**src/rtl/ui_lvds_tx.sv**
```systemverilog
// ui_lvds_tx: four-lane DDR LVDS serializer; 48-bit words leave as six bytes, MSB byte first.
// Optional PRBS7 test source is compiled in with `UI_LVDS_TX_PRBS_EN.
module ui_lvds_tx (
   input  logic        w_lvds_clk,
   input  logic        I_rstn,
   input  logic        I_enable,
   input  logic        I_train,
   input  logic [47:0] I_data,
   input  logic        I_valid,
`ifdef UI_LVDS_TX_PRBS_EN
   input  logic        I_prbs_mode,
`endif
   output logic        O_ready,
   output logic [3:0]  O_d1,
   output logic [3:0]  O_d2,
   output logic        O_word_start,
   output logic        O_underrun
);
   localparam logic [47:0] TRAIN_WORD = 48'hFFF_000_000_000;
   typedef enum logic [1:0] {IDLE, TRAIN, DATA} state_t;
   state_t state, nxt;
   logic [2:0] cnt;
   logic [47:0] r_word, hold, src_word, sh;
   logic hold_full, boundary, hold_unload, push, prbs_sel, prbs_block, underrun;
   logic [7:0] cur;

`ifdef UI_LVDS_TX_PRBS_EN
   logic [6:0] prbs, prbs_nxt;
   logic [47:0] prbs_word;
   always_comb begin
      prbs_nxt = prbs;
      prbs_word = '0;
      for (int i = 47; i >= 0; i--) begin
         prbs_nxt = {prbs_nxt[5:0], prbs_nxt[6] ^ prbs_nxt[5]};
         prbs_word[i] = prbs_nxt[0];
      end
   end
   always_comb begin
      prbs_sel = I_prbs_mode & (nxt == DATA);
      prbs_block = I_prbs_mode & (state == DATA);
      src_word = prbs_sel ? prbs_word : TRAIN_WORD;
   end
   always_ff @(posedge w_lvds_clk or negedge I_rstn)
      if (!I_rstn) prbs <= 7'h7F;
      else if (boundary & prbs_sel) prbs <= prbs_nxt;
`else
   always_comb begin
      prbs_sel = 1'b0;
      prbs_block = 1'b0;
      src_word = TRAIN_WORD;
   end
`endif

   assign boundary = (state != IDLE) & (cnt == 3'd5);

   always_ff @(posedge w_lvds_clk or negedge I_rstn)
      if (!I_rstn) state <= IDLE;
      else state <= nxt;

   // Leaving TRAIN/DATA only happens on a word boundary so a word is never cut short.
   always_comb begin
      nxt = state;
      if (state == IDLE) nxt = I_enable ? TRAIN : IDLE;
      else if (boundary) nxt = !I_enable ? IDLE : I_train ? TRAIN : (state == DATA || hold_full) ? DATA : TRAIN;
   end

   always_comb begin
      hold_unload = boundary & (nxt == DATA) & hold_full & !prbs_sel;
      underrun = boundary & (state == DATA) & (nxt == DATA) & !hold_full & !prbs_sel;
      O_ready = (state != IDLE) & !prbs_block & (!hold_full | hold_unload);
      push = I_valid & O_ready;
      sh = r_word << {cnt, 3'b000};
      cur = sh[47:40];
   end

   always_ff @(posedge w_lvds_clk or negedge I_rstn)
      if (!I_rstn) begin
         cnt <= '0;
         r_word <= '0;
         hold <= '0;
         hold_full <= 1'b0;
         O_d1 <= '0;
         O_d2 <= '0;
         O_word_start <= 1'b0;
         O_underrun <= 1'b0;
      end else begin
         cnt <= (state == IDLE || boundary) ? 3'd0 : cnt + 3'd1;
         if (state == IDLE) r_word <= TRAIN_WORD;
         else if (boundary) r_word <= hold_unload ? hold : src_word;
         if (push) hold <= I_data;
         hold_full <= (nxt == IDLE) ? 1'b0 : push | (hold_full & !hold_unload);
         {O_d1, O_d2} <= (state == IDLE) ? 8'd0 : cur;
         O_word_start <= (state != IDLE) & (cnt == 3'd0);
         O_underrun <= underrun;
      end
endmodule

```
**config.mk**
```make
export PLATFORM = sky130hd
export DESIGN_NAME = ui_lvds_tx
export DESIGN_NICKNAME = d
export VERILOG_FILES = /design/src/rtl/ui_lvds_tx.sv
export SDC_FILE = /design/constraint.sdc
export NUM_CORES = 1
export LEC_CHECK = 0
export BUFFER_PORTS_ARGS = -buffer_cell sky130_fd_sc_hd__buf_2
export CAP_MARGIN = 25
export CORE_UTILIZATION = 50
export CTS_BUF_LIST = sky130_fd_sc_hd__clkbuf_8
export DETAILED_ROUTE_END_ITERATION = 12
export PLACE_DENSITY = 0.68
export SLEW_MARGIN = 20
export SYNTH_ARGS = -nofsm -noshare
export SYNTH_HDL_FRONTEND = slang
export SYNTH_SLANG_ARGS = --single-unit
```
**constraint.sdc**
```tcl
create_clock -name w_lvds_clk -period 6.05 [get_ports w_lvds_clk]
set_input_delay 0.3025 -clock w_lvds_clk [delete_from_list [all_inputs] [get_ports w_lvds_clk]]
set_output_delay 0.3025 -clock w_lvds_clk [all_outputs]
set_load 0.03 [all_outputs]
```
; ---- Word-level counts from Yosys, hierarchy flattened
; Cells that the tools add are included.
; W data, S select, Z words.
[word_totals]
romBits = 0
register_bits = 112
input_bits = 53
ram_bits = 0
output_inout_bits = 11
latch_bits = 0
elab_cells = 47
mem_count = 0
[op_classes]
n_lt_le_gt_ge = 0
reduce_logical = 9
eq_ne = 3
shift = 1
bitwise = 12
add_sub_neg = 1
mux = 12
mul = 0
div = 0
[op_table]
columns = op, n
row1 = $mux W48, 3
row2 = $shl A48 B6 Y48, 1
row3 = $and A1 B1 Y1, 10
row4 = $mux W2, 5
row5 = $mux W8, 1
row6 = $eq A2 B2 Y1 const B, 2
row7 = $logic_not A2 Y1, 2
row8 = $reduce_bool A2 Y1, 2
row9 = $add A3 B1 Y3 const B, 1
row10 = $eq A3 B3 Y1 const B, 1
row11 = $logic_not A3 Y1, 1
row12 = $mux W3, 1
row13 = $logic_not A1 Y1, 2
row14 = $logic_or A1 B1 Y1, 2
row15 = $mux W1, 2
row16 = $or A1 B1 Y1, 2

; ---- Longest topological paths before layout
[logic_depth]
depth_word = 15
ltp_mapped = 9

; ---- Least setup slack after synthesis
; No wires, ideal clock.
[synth_path]
kind = register to register
from = register cnt[1]
to = register hold[0]
path_stages_with_launch = 10
required_time_ps = 5925
arrival_time_ps = 1990
setup_time_ps = 125
path_slack_ps = 3934
n_path_buf = 4
cell_sequence = dfrtp_1 -> buf_2 -> buf_2 -> inv_1 -> ha_1 -> nand4b_2 -> a21oi_2 -> buf_6 -> buf_12 -> mux2_4
[synth_between]
elab_chain_cells = 10
[synth_lines]
columns = element, line
row1 = from (decl), 22  ; logic [2:0] cnt;
row2 = from (signal assigned), 87  ; cnt <= (state == IDLE || boundary) ? 3'd0 : cnt + 3'd1;
row3 = $eq A3 B3 Y1 (*), 54  ; assign boundary = (state != IDLE) & (cnt == 3'd5);
row4 = $and A1 B1 Y1 (*), 54
row5 = $mux W2, 64  ; else if (boundary) nxt = !I_enable ? IDLE : I_train ? TRAIN : (state == DATA || hold_full) ? DATA : TRAIN;
row6 = $mux W2, 63  ; if (state == IDLE) nxt = I_enable ? TRAIN : IDLE;
row7 = $eq A2 B2 Y1, 68  ; hold_unload = boundary & (nxt == DATA) & hold_full & !prbs_sel;
row8 = $and A1 B1 Y1 (*) (2 in a row), 68
row9 = $or A1 B1 Y1 (*), 70  ; O_ready = (state != IDLE) & !prbs_block & (!hold_full | hold_unload);
row10 = $and A1 B1 Y1 (*), 70
row11 = $and A1 B1 Y1 (*), 71  ; push = I_valid & O_ready;
row12 = to (signal assigned), 90  ; if (push) hold <= I_data;
row13 = to (decl), 23  ; logic [47:0] r_word, hold, src_word, sh;
; Mark *: on every way between the ends. The rest lies on a longest branch, timed or not.
; A chain may end at the register's enable or synchronous reset.

; ---- Final worst setup path
[layout_path]
from = register cnt[0]
to = register hold[16]
; Same word-level chain as after synthesis.

==> impl_metrics.csv <==
group,metric,value,unit
power,power.leakage,2.42,nW
sta,timing_hold_violations_final,0,
routing,drcViolationCount,0,
clock_tree,htree_num_levels,3,
setup_path,critPathKind,"register to register",
sta,tns,0,ns
logic_synthesis,syn_nets,365,
placed_design,pre_cts_slack,3.29,ns
clock_tree,cts_inserted_buffers,9,
setup_path,cp_data_arrival_time,3.00,ns
setup_path,cp_max_fo,48,
power,ir_worst_vdd,0.227,mV
sta,slew_headroom,43.0,%
power,power.internal,1.58,mW
power,power_frac_seq,50.0,%
sta,fmax,0.364,GHz
finish,multi_input_area,1650,sq um
setup_path,crit_slowest_cell,"dfrtp_1",
logic_synthesis,avgSynthCellArea,15.0,sq um
floorplan,die_width,98.3,microns
status,status,"completed",
clock_tree,cts_buffer_depth,2,
finish,n_antenna_cell,0,
routing,drtIter0Drc,118,
floorplan,die_area,9660,sq um
routing,ant_nets,0,
power,p_switching,0.807,mW
global_route,grt_usage,19.9,%
sta,rsz0062_at_grt,"false",
routing,dr_total_vias,2760,
power,clockPowerShare,18.9,%
global_route,grt_use_met1,28.7,%
setup_path,regToRegStartpoint,"cnt[0]",
clock_tree,ctsResizeCount,0,
sta,slew_viol_final,0,
clock_tree,clockRootBuffer,"clkbuf_8",
global_route,antenna_found_initial,0,
sta,setup_violations,0,
setup_path,worstSetupStartpointType,"register",
logic_synthesis,ys_top_cells_by_area,"dfrtp_1, mux2_2, a22o_1",
logic_synthesis,synth_top_area_share,60.5,%
logic_synthesis,async_reset_ff_share,100,%
floorplan,core,8850,sq um
logic_synthesis,synth_enable_flop_cells,0,
global_route,grt_first_pass_wirelength,14900,microns
power,power_density,459,nW/um^2
sta,finalWorstSetupSlack,3.31,ns
finish,fillers,706,
finish,layout.nets,423,
sta,tightest_slew,0.856,ns
setup_path,critical_path_depth,5,
setup_path,critPathMaxStageDelay,0.86,ns
clock_tree,cts.sinks,112,
floorplan,io_pins,64,
global_route,use_met3,3.94,%
setup_path,r2r_end,"hold[16]",
logic_synthesis,synth_warnings,0,
global_route,overflow,0,
setup_path,r2r_slack,3.31,ns
setup_path,path_cells,"ha_1 -> nand4b_2 -> a21oi_4 -> buf_4 -> mux2_2",
setup_path,worstPathRequired,6.31,ns
global_route,grt_pass1_vias,2819,
floorplan,row_count,34,
routing,wl_per_cell,18.0,microns
setup_path,reg2reg_depth,5,
clock_tree,cts_tree,"yes",
setup_path,critPathCaptureType,"register",
logic_synthesis,ys_seq_area_share,60.5,%
placed_design,gp_congestion,0.871,
routing,drt-total-wl,8650,microns
finish,areaGrowthSynthToFinish,12.0,%
global_route,grt.busiest_layer,"met2",
setup_path,path_delay_family,"flip-flops",
placed_design,port-buffer-count,63,
job,maxCapViolations,0,
logic_synthesis,syn_area,4630,sq um
setup_path,startpoint,"cnt[0]",
sta,finClkSkew,0.0128,ns
floorplan,die_y,98.3,microns
logic_synthesis,ys_top_cells_by_count,"dfrtp_1, a22o_1, mux2_2",
logic_synthesis,synthMostInstantiatedCell,"dfrtp_1",
global_route,grtUsageMet2,30.6,%
global_route,grt_max_degree,80,
finish,register_area,2800,sq um
logic_synthesis,synthCells,309,
power,comb_power_share,31.1,%
clock_tree,ctsHoldBuffers,1,
logic_synthesis,synthDistinctLibCells,33,
sta,fin_crit_sh,45.4,%
floorplan,start_util,52.4,%
finish,drive_gt1_share,38.7,%
power,switching_share,33.9,%
setup_path,crit_path_end,"hold[16]",
clock_tree,clk_latency,0.37,ns
clock_tree,path_clk_slew,0.11,ns
setup_path,path_buf_inv,1,
placed_design,hpwl,5810,microns
min_path,hold_path_class,"input pin to register",
logic_synthesis,synth_top_flop_cell,"dfrtp_1",
clock_tree,cts_setup_buffers,0,
sta,fin_crit,2.74,ns
routing,first_pass_iters,6,
logic_synthesis,synth_area_leader_cell,"dfrtp_1",
routing,via_per_inst,5.75,
logic_synthesis,ys_ff_latch,112,
[logic make-up (layout without fill, tap and decap cells)]
family | after synthesis | after routing | synth area share (%)
xor+xnor | 1 | 1 | 0.189
fa+ha+maj | 3 | 3 | 0.810
buf+inv | 24 | 87 | 4.13
simple gates | 32 | 32 | 3.86
mux | 72 | 72 | 18.7
flops | 112 | 112 | 60.5
compound gates | 65 | 65 | 11.8
[how the worst min path moves through the flow]
| stage | start | end | cells past startpoint |
|---|---|---|---|
| after floorplan | I_rstn | O_d1[0] | 0 |
| after global placement | I_rstn | r_word[7] | 1 |
| after CTS | I_data[39] | hold[39] | 2 |
| after global routing | I_data[44] | hold[44] | 2 |
| final | I_data[39] | hold[39] | 2 |
| after detailed placement | I_rstn | r_word[6] | 1 |
[worst reg2reg max path, stage by stage, from the launching register on]
cell	delay, ns
dfrtp_1	0.86
ha_1	0.37
nand4b_2	0.20
a21oi_4	0.18
buf_4	0.55
mux2_2	0.49
[power by group through the flow]
stage | Sequential [mW] | Clock (mW) | Combinational [mW]
2_1_floorplan | 1.15 | 0 | 0.613
3_3_place_gp | 1.20 | 0 | 0.723
3_5_place_dp | 1.21 | 0 | 0.742
4_1_cts | 1.19 | 0.466 | 0.746
5_1_grt | 1.23 | 0.491 | 0.811
6_report | 1.19 | 0.451 | 0.741
[stage by stage]
stage | instance area (sq um) | cells | utilization (%) | hold WS, ns | total power, mW
after detailed placement | 4950 | 462 | 55.9 | 0.267 | 1.95
after floorplan | 4630 | 309 | - | 0.00691 | 1.76
after CTS | 5160 | 479 | 58.3 | 0.139 | 2.41
after global routing | 5190 | 480 | 58.6 | 0.136 | 2.53
final | 5190 | 480 | 58.6 | 0.158 | 2.38
after global placement | 4950 | 462 | 55.9 | 0.270 | 1.92
[cell usage in the layout (no fill, tap or decap), drive strengths merged, types with 2 or more instances in the layout]
| master | n |
|---|---|
| a21oi | 3 |
| a22o | 36 |
| and2 | 2 |
| and3 | 2 |
| buf | 68 |
| clkbuf | 9 |
| clkinv | 3 |
| dfrtp | 112 |
| ha | 3 |
| inv | 4 |
| mux2 | 56 |
| mux2i | 16 |
| nand2 | 5 |
| nand3 | 11 |
| nor2 | 4 |
| o21ai | 4 |
| o221ai | 8 |
| o22a | 12 |
[layout make-up]
type                            count  share of cell area (%)
Sequential cell                   112                    54.0
Multi-Input combinational cell    173                    31.9
Timing Repair Buffer               69                    7.43
Tap cell                          108                    2.60
Clock buffer                        9                    2.39
Clock inverter                      7                    1.57
Inverter                            2                   0.145
[sequential cells by signal (all words and copies together), names as in the netlist]
register      flops
O_d1              4
O_d2              4
O_underrun        1
O_word_start      1
cnt               3
hold             48
hold_full         1
r_word           48
state             2
[per-layer routing]
metal,wire length (microns),vias up
met3,338,13
met4,121,0
met1,4230,1400
met2,3950,67
li1,-,1280
met5,0,-
Note: power is estimated with default switching activity, not from simulation.
